[config.mk]
export PLATFORM = sky130hd
export DESIGN_NAME = mem_access_unit
export DESIGN_NICKNAME = d
export VERILOG_FILES = /design/src/rtl/mem_access_unit.sv
export SDC_FILE = /design/constraint.sdc
export NUM_CORES = 1
export LEC_CHECK = 0
export ABC_CLOCK_PERIOD_IN_PS = 3200
export CAP_MARGIN = 20
export CORE_AREA = 2 2 116 118
export CTS_BUF_LIST = sky130_fd_sc_hd__clkbuf_8
export DETAILED_ROUTE_END_ITERATION = 8
export DIE_AREA = 0 0 118 120
export PLACE_DENSITY = 0.95
export SLEW_MARGIN = 25
export SYNTH_ARGS = -nofsm -noshare
export SYNTH_HDL_FRONTEND = slang
export SYNTH_SLANG_ARGS = --single-unit
[constraint.sdc]
create_clock -name clkIn -period 3.2 [get_ports clkIn]
set_input_delay 0.8 -clock clkIn [delete_from_list [all_inputs] [get_ports clkIn]]
set_output_delay 0.8 -clock clkIn [all_outputs]
set_load 0.03 [all_outputs]
[src/rtl/mem_access_unit.sv]
// MEM-stage access unit: byte/half/word loads and stores over a req/ack
// data-memory handshake, with upstream stall and an ack watchdog. Drives
// the MEM/WB register fields.
module mem_access_unit #(
  parameter int unsigned ACK_TIMEOUT = 255,
  parameter int unsigned CNT_W       = 8
) (
  input  logic        clkIn,
  input  logic        resetIn,
  input  logic        validIn,
  input  logic [4:0]  rdIn,
  input  logic [31:0] ResultIn,
  input  logic [31:0] Data2In,
  input  logic [31:0] retAddrIn,
  input  logic        memRdIn,
  input  logic        memWrIn,
  input  logic [1:0]  sizeIn,
  input  logic        unsignedIn,
  input  logic        regWrIn,
  input  logic [1:0]  wbSelIn,
  output logic        stallOut,
  output logic        dmReqOut,
  output logic        dmWeOut,
  output logic [31:0] dmAddrOut,
  output logic [31:0] dmWdataOut,
  output logic [3:0]  dmBeOut,
  input  logic        dmAckIn,
  input  logic [31:0] dmRdataIn,
  output logic [4:0]  rdOut,
  output logic [31:0] WbDataOut,
  output logic        regWrOut,
  output logic        validOut,
  output logic        memErrOut
);

  typedef enum logic {IDLE, BUSY} state_t;

  localparam logic [CNT_W-1:0] WD_LAST =
    CNT_W'((ACK_TIMEOUT == 0) ? 0 : ACK_TIMEOUT - 1);

  state_t           state;
  logic [CNT_W-1:0] wdCnt;
  logic [1:0]       sizeQ;
  logic [1:0]       addrLoQ;
  logic             unsQ;

  logic        memop;
  logic        err;
  logic        timeout;
  logic [31:0] wdataNext;
  logic [3:0]  beNext;
  logic [31:0] wbMux;
  logic [7:0]  byteSel;
  logic [15:0] halfSel;
  logic [31:0] loadData;

  // Decode: access classification, alignment errors, watchdog expiry.
  always_comb begin
    memop   = validIn & (memRdIn | memWrIn);
    err     = (memRdIn & memWrIn)
            | (sizeIn == 2'b11)
            | ((sizeIn == 2'b01) & ResultIn[0])
            | ((sizeIn == 2'b10) & (ResultIn[1:0] != 2'b00));
    timeout = (ACK_TIMEOUT != 0) && (wdCnt == WD_LAST);
  end

  // Stall: hold upstream while issuing and while waiting, released on ack or abort.
  always_comb begin
    stallOut = 1'b0;
    if (state == IDLE) stallOut = memop & ~err;
    else               stallOut = ~dmAckIn & ~timeout;
  end

  // Store lane replication and byte enables (no enables on loads).
  always_comb begin
    wdataNext = Data2In;
    beNext    = 4'b1111;
    case (sizeIn)
      2'b00: begin
        wdataNext = {4{Data2In[7:0]}};
        beNext    = 4'b0001 << ResultIn[1:0];
      end
      2'b01: begin
        wdataNext = {2{Data2In[15:0]}};
        beNext    = ResultIn[1] ? 4'b1100 : 4'b0011;
      end
      default: begin
        wdataNext = Data2In;
        beNext    = 4'b1111;
      end
    endcase
    if (!memWrIn) beNext = '0;
  end

  // Write-back source select for non-load results.
  always_comb begin
    case (wbSelIn)
      2'b01:   wbMux = '0;
      2'b10:   wbMux = retAddrIn;
      default: wbMux = ResultIn;
    endcase
  end

  // Load lane extraction and sign/zero extension from latched controls.
  always_comb begin
    case (addrLoQ)
      2'b00:   byteSel = dmRdataIn[7:0];
      2'b01:   byteSel = dmRdataIn[15:8];
      2'b10:   byteSel = dmRdataIn[23:16];
      default: byteSel = dmRdataIn[31:24];
    endcase
    halfSel = addrLoQ[1] ? dmRdataIn[31:16] : dmRdataIn[15:0];
    case (sizeQ)
      2'b00:   loadData = unsQ ? {24'b0, byteSel} : {{24{byteSel[7]}}, byteSel};
      2'b01:   loadData = unsQ ? {16'b0, halfSel} : {{16{halfSel[15]}}, halfSel};
      default: loadData = dmRdataIn;
    endcase
  end

  // Control FSM, memory request registers and MEM/WB register fields.
  always_ff @(posedge clkIn) begin
    if (resetIn) begin
      state      <= IDLE;
      wdCnt      <= '0;
      sizeQ      <= '0;
      addrLoQ    <= '0;
      unsQ       <= 1'b0;
      dmReqOut   <= 1'b0;
      dmWeOut    <= 1'b0;
      dmAddrOut  <= '0;
      dmWdataOut <= '0;
      dmBeOut    <= '0;
      rdOut      <= '0;
      WbDataOut  <= '0;
      regWrOut   <= 1'b0;
      validOut   <= 1'b0;
      memErrOut  <= 1'b0;
    end else begin
      memErrOut <= 1'b0;
      case (state)
        IDLE: begin
          rdOut <= rdIn;
          if (memop && err) begin
            validOut  <= 1'b1;
            regWrOut  <= 1'b0;
            memErrOut <= 1'b1;
            WbDataOut <= '0;
          end else if (memop) begin
            state      <= BUSY;
            wdCnt      <= '0;
            dmReqOut   <= 1'b1;
            dmWeOut    <= memWrIn;
            dmAddrOut  <= {ResultIn[31:2], 2'b00};
            dmWdataOut <= wdataNext;
            dmBeOut    <= beNext;
            sizeQ      <= sizeIn;
            unsQ       <= unsignedIn;
            addrLoQ    <= ResultIn[1:0];
            validOut   <= 1'b0;
            regWrOut   <= 1'b0;
            WbDataOut  <= '0;
          end else begin
            validOut  <= validIn;
            regWrOut  <= regWrIn & validIn;
            WbDataOut <= wbMux;
          end
        end
        BUSY: begin
          // Upstream is stalled, so rdIn/regWrIn/wbSelIn still describe the held access.
          if (dmAckIn) begin
            state     <= IDLE;
            dmReqOut  <= 1'b0;
            validOut  <= 1'b1;
            rdOut     <= rdIn;
            regWrOut  <= regWrIn;
            WbDataOut <= dmWeOut ? wbMux : loadData;
          end else if (timeout) begin
            state     <= IDLE;
            dmReqOut  <= 1'b0;
            validOut  <= 1'b1;
            rdOut     <= rdIn;
            regWrOut  <= 1'b0;
            memErrOut <= 1'b1;
            WbDataOut <= '0;
          end else begin
            wdCnt    <= wdCnt + 1'b1;
            validOut <= 1'b0;
            regWrOut <= 1'b0;
          end
        end
        default: state <= IDLE;
      endcase
    end
  end

endmodule

==> flow_summary.ini <==
[placement]
detailed_place.area_sq_um = 8620
numPortBuffers = 253
hpwlAfterDp_mm = 15.7
place.gp.congestion = 0.965
dp_slack_ps = 208

[yosys]
ys_ff_latch = 122
synthSimpleGateAreaFrac_pct = 18.6
synth_compound_area_share_pct = 29.0
async_reset_ff_share_pct = 0
synthAdderAreaFrac_pct = 0.627
synth_flop_cell = dfxtp_1
syn_avg_cell_area_sq_um = 7.73
synth_xor_area_share_pct = 0.146
yosysTopAreaCellShare_pct = 40.8
yosys_warnings = 0
synth_top_family_by_area = compound AO/OA/AOI/OAI gates
syn-cell-area_sq_um = 5990
synth.distinct_cells = 54
yosysTopAreaCell = dfxtp_1
netlist_instances = 775
synth_area_leaders = dfxtp_1 (41%), a21oi_1 (9.7%), nand2_1 (9.1%), o21ai_0 (5.4%), nor2_1 (4.9%)
synth-edff-count = 0
synth.most_common_cell = nand2_1
yosysSeqAreaShare_pct = 40.8
synth_mux_area_share_pct = 4.24
ys_top_cells_by_count = nand2_1 (145), dfxtp_1 (122), a21oi_1 (116), nor2_1 (78), o21ai_0 (65)

[power_and_ir_drop]
swShare_pct = 29.4
power.leakage_nw = 3.28
p_sw_mw = 1.18
finalPower_mw = 4.01
clockPowerShare_pct = 35.5
power_frac_seq_pct = 41.0
power_frac_comb_pct = 23.5
ir_drop_v = 0.000344
intPower_mw = 2.83
p_per_area_nw_per_um2 = 444

[clock_network]
cts_root_buffer = clkbuf_8
cts_resized = 0
hold_buffers = 0
cts_made_buffers = 17
cts_tree = built
cts_setup_buffers = 0
clk_path_buf_depth = 2
cts.clk_slew.worst_paths_ps = 70
clock_latency_ps = 450
htree_levels = 4
cts.sinks = 122

[timing]
setup_ws_ps = 173
slew_headroom_pct = 45.1
rsz0062_at_grt = no
fmax_mhz = 330
final_hold_viol_count = 0
skew_ps = 9.50
period_share_pct = 94.6
min_period_ps = 3030
drv_slew = 0
fin_tns_setup_ps = 0
setup_viol = 0
worstMarginPinSlew_ps = 823

[global_route]
track_usage_pct = 30.5
grt_pass1_vias = 6486
antenna_found_initial = 0
grt_max_degree = 58
grt_overflow = 0
grt_pass1_wl_mm = 34.3

[critical_path]
reg2reg_from = wdCnt[0]
startpoint = ResultIn[0]
path_class = in2out
path_buf_inv = 3
cp.depth = 6
crit_chain = clkdlybuf4s50_1 -> a21oi_1 -> a2bb2oi_2 -> a21oi_2 -> inv_1 -> buf_4
crit_slowest_cell = clkdlybuf4s50_1
cp.required_ps = 2400
max_stage_delay_ps = 550
cp-end-kind = output pin
path_delay_family = buffers and inverters
startpoint_type = input port
arrival_ps = 2230
cp_max_fo = 6
reg2reg_depth = 8

[die]
die_h_um = 120
ios = 256
std_cell_rows = 42
fp.dieW_um = 118
start_util_pct = 46.1
dieArea_sq_um = 14200
coreArea_sq_um = 13000

[finish]
drive_gt1_share_pct = 7.88
final_area_sq_um = 9030
area_growth_pct = 50.8
fillers = 1008
multi_input_area_sq_um = 3180
antenna_cells = 0
seq_area_sq_um = 2440
final_nets = 1151

[worst_hold_path]
hold_path_depth = 2
min_from = dmWdataOut[5]
hp-class = reg2reg

[drt]
wl_mm = 21.8
drc = 0
drt_pass1_iterations = 5
ant_nets = 0
viasPerCell = 5.67
routedWlPerCell_um = 18.3
dr.first_iter.drc_count = 607
route.vias.total = 6756

[outcome]
status = complete, no violations

[flow_run]
max_cap_viol_count = 0
## per-stage QoR
stage	utilization, %	cells	hold slack [ps]
floorplan	-	776	452
global placement	66.4	1160	437
finish	69.6	1191	454
global route	69.6	1191	476
detailed placement	66.4	1160	445
CTS	69.6	1191	455
## state kept, by name, indices dropped and copies added (netlist names), 2 cells and up
| signal | flops |
|---|---|
| dmWdataOut | 32 |
| wdCnt | 8 |
| sizeQ | 2 |
| rdOut | 5 |
| addrLoQ | 2 |
| dmBeOut | 4 |
| dmAddrOut | 30 |
| WbDataOut | 32 |
## logic make-up after synthesis
kind of cell / Yosys count
AO/OA/AOI/OAI: 281
XOR/XNOR: 1
adder cells (fa/ha/maj): 3
buffers and inverters: 81
flip-flops: 122
multiplexers: 24
other: 1
AND/OR/NAND/NOR: 262
## worst paths after layout
path,end,slack (ps)
min,dmWdataOut[5],450
min reg2reg,dmWdataOut[5],450
max reg2reg,WbDataOut[22],1110
max,stallOut,170
## area by class of cell
cell class | count | share of cell area [%]
clock buffers | 23 | 3.51
well taps | 176 | 2.44
multi-input cells | 573 | 35.2
flip-flops and latches | 122 | 27.0
inverters | 15 | 0.624
repair buffers | 274 | 30.2
clock inverters | 8 | 1.01
## power by group through the flow
stage	combinational [mW]	clock (mW)	sequential, mW
6_report	0.940	1.42	1.64
3_3_place_gp	0.910	0	1.67
2_1_floorplan	0.331	0	1.82
3_5_place_dp	0.927	0	1.68
5_1_grt	0.999	1.50	1.65
4_1_cts	0.933	1.43	1.64
## layer usage
layer | vias up | GRT usage, % | share of wire (%)
met5 | - | 0 | 0
met4 | 0 | 14.2 | 3.6
met3 | 63 | 10.0 | 9.5
met2 | 355 | 50.8 | 48
met1 | 3152 | 35.6 | 39
li1 | 3186 | - | -
## layout by cell type (no fill, tap or decap), drive strengths merged, types with 2 or more instances in the layout
cell | synthesis | final
or3 | 3 | 3
clkdlybuf4s50 | 0 | 251
nand2b | 7 | 7
nand3 | 6 | 6
o21ai | 68 | 68
clkinv | 1 | 5
conb | 1 | 2
o31ai | 2 | 2
nand2 | 145 | 145
a211oi | 26 | 26
o32ai | 7 | 7
bufinv | 0 | 2
or4 | 2 | 2
inv | 14 | 15
nor3b | 2 | 2
nor2 | 80 | 80
a21oi | 117 | 117
a31oi | 2 | 2
a311oi | 9 | 9
a22oi | 37 | 37
mux2i | 22 | 22
or2 | 2 | 2
o221ai | 6 | 6
dfxtp | 122 | 122
clkbuf | 43 | 23
nor3 | 4 | 4
o22ai | 3 | 3
ha | 3 | 3
nor2b | 2 | 2
and2 | 2 | 2
buf | 23 | 23
## worst register-to-register path: stages, from the launching register on
cell and delay, ps:
dfxtp_1 370, inv_1 80, ha_1 150, nand3_1 160, o21ai_4 470, buf_12 290, o21ai_0 150, a21oi_1 190
a211oi_2 100
Note: power is estimated with default switching activity, not from simulation.
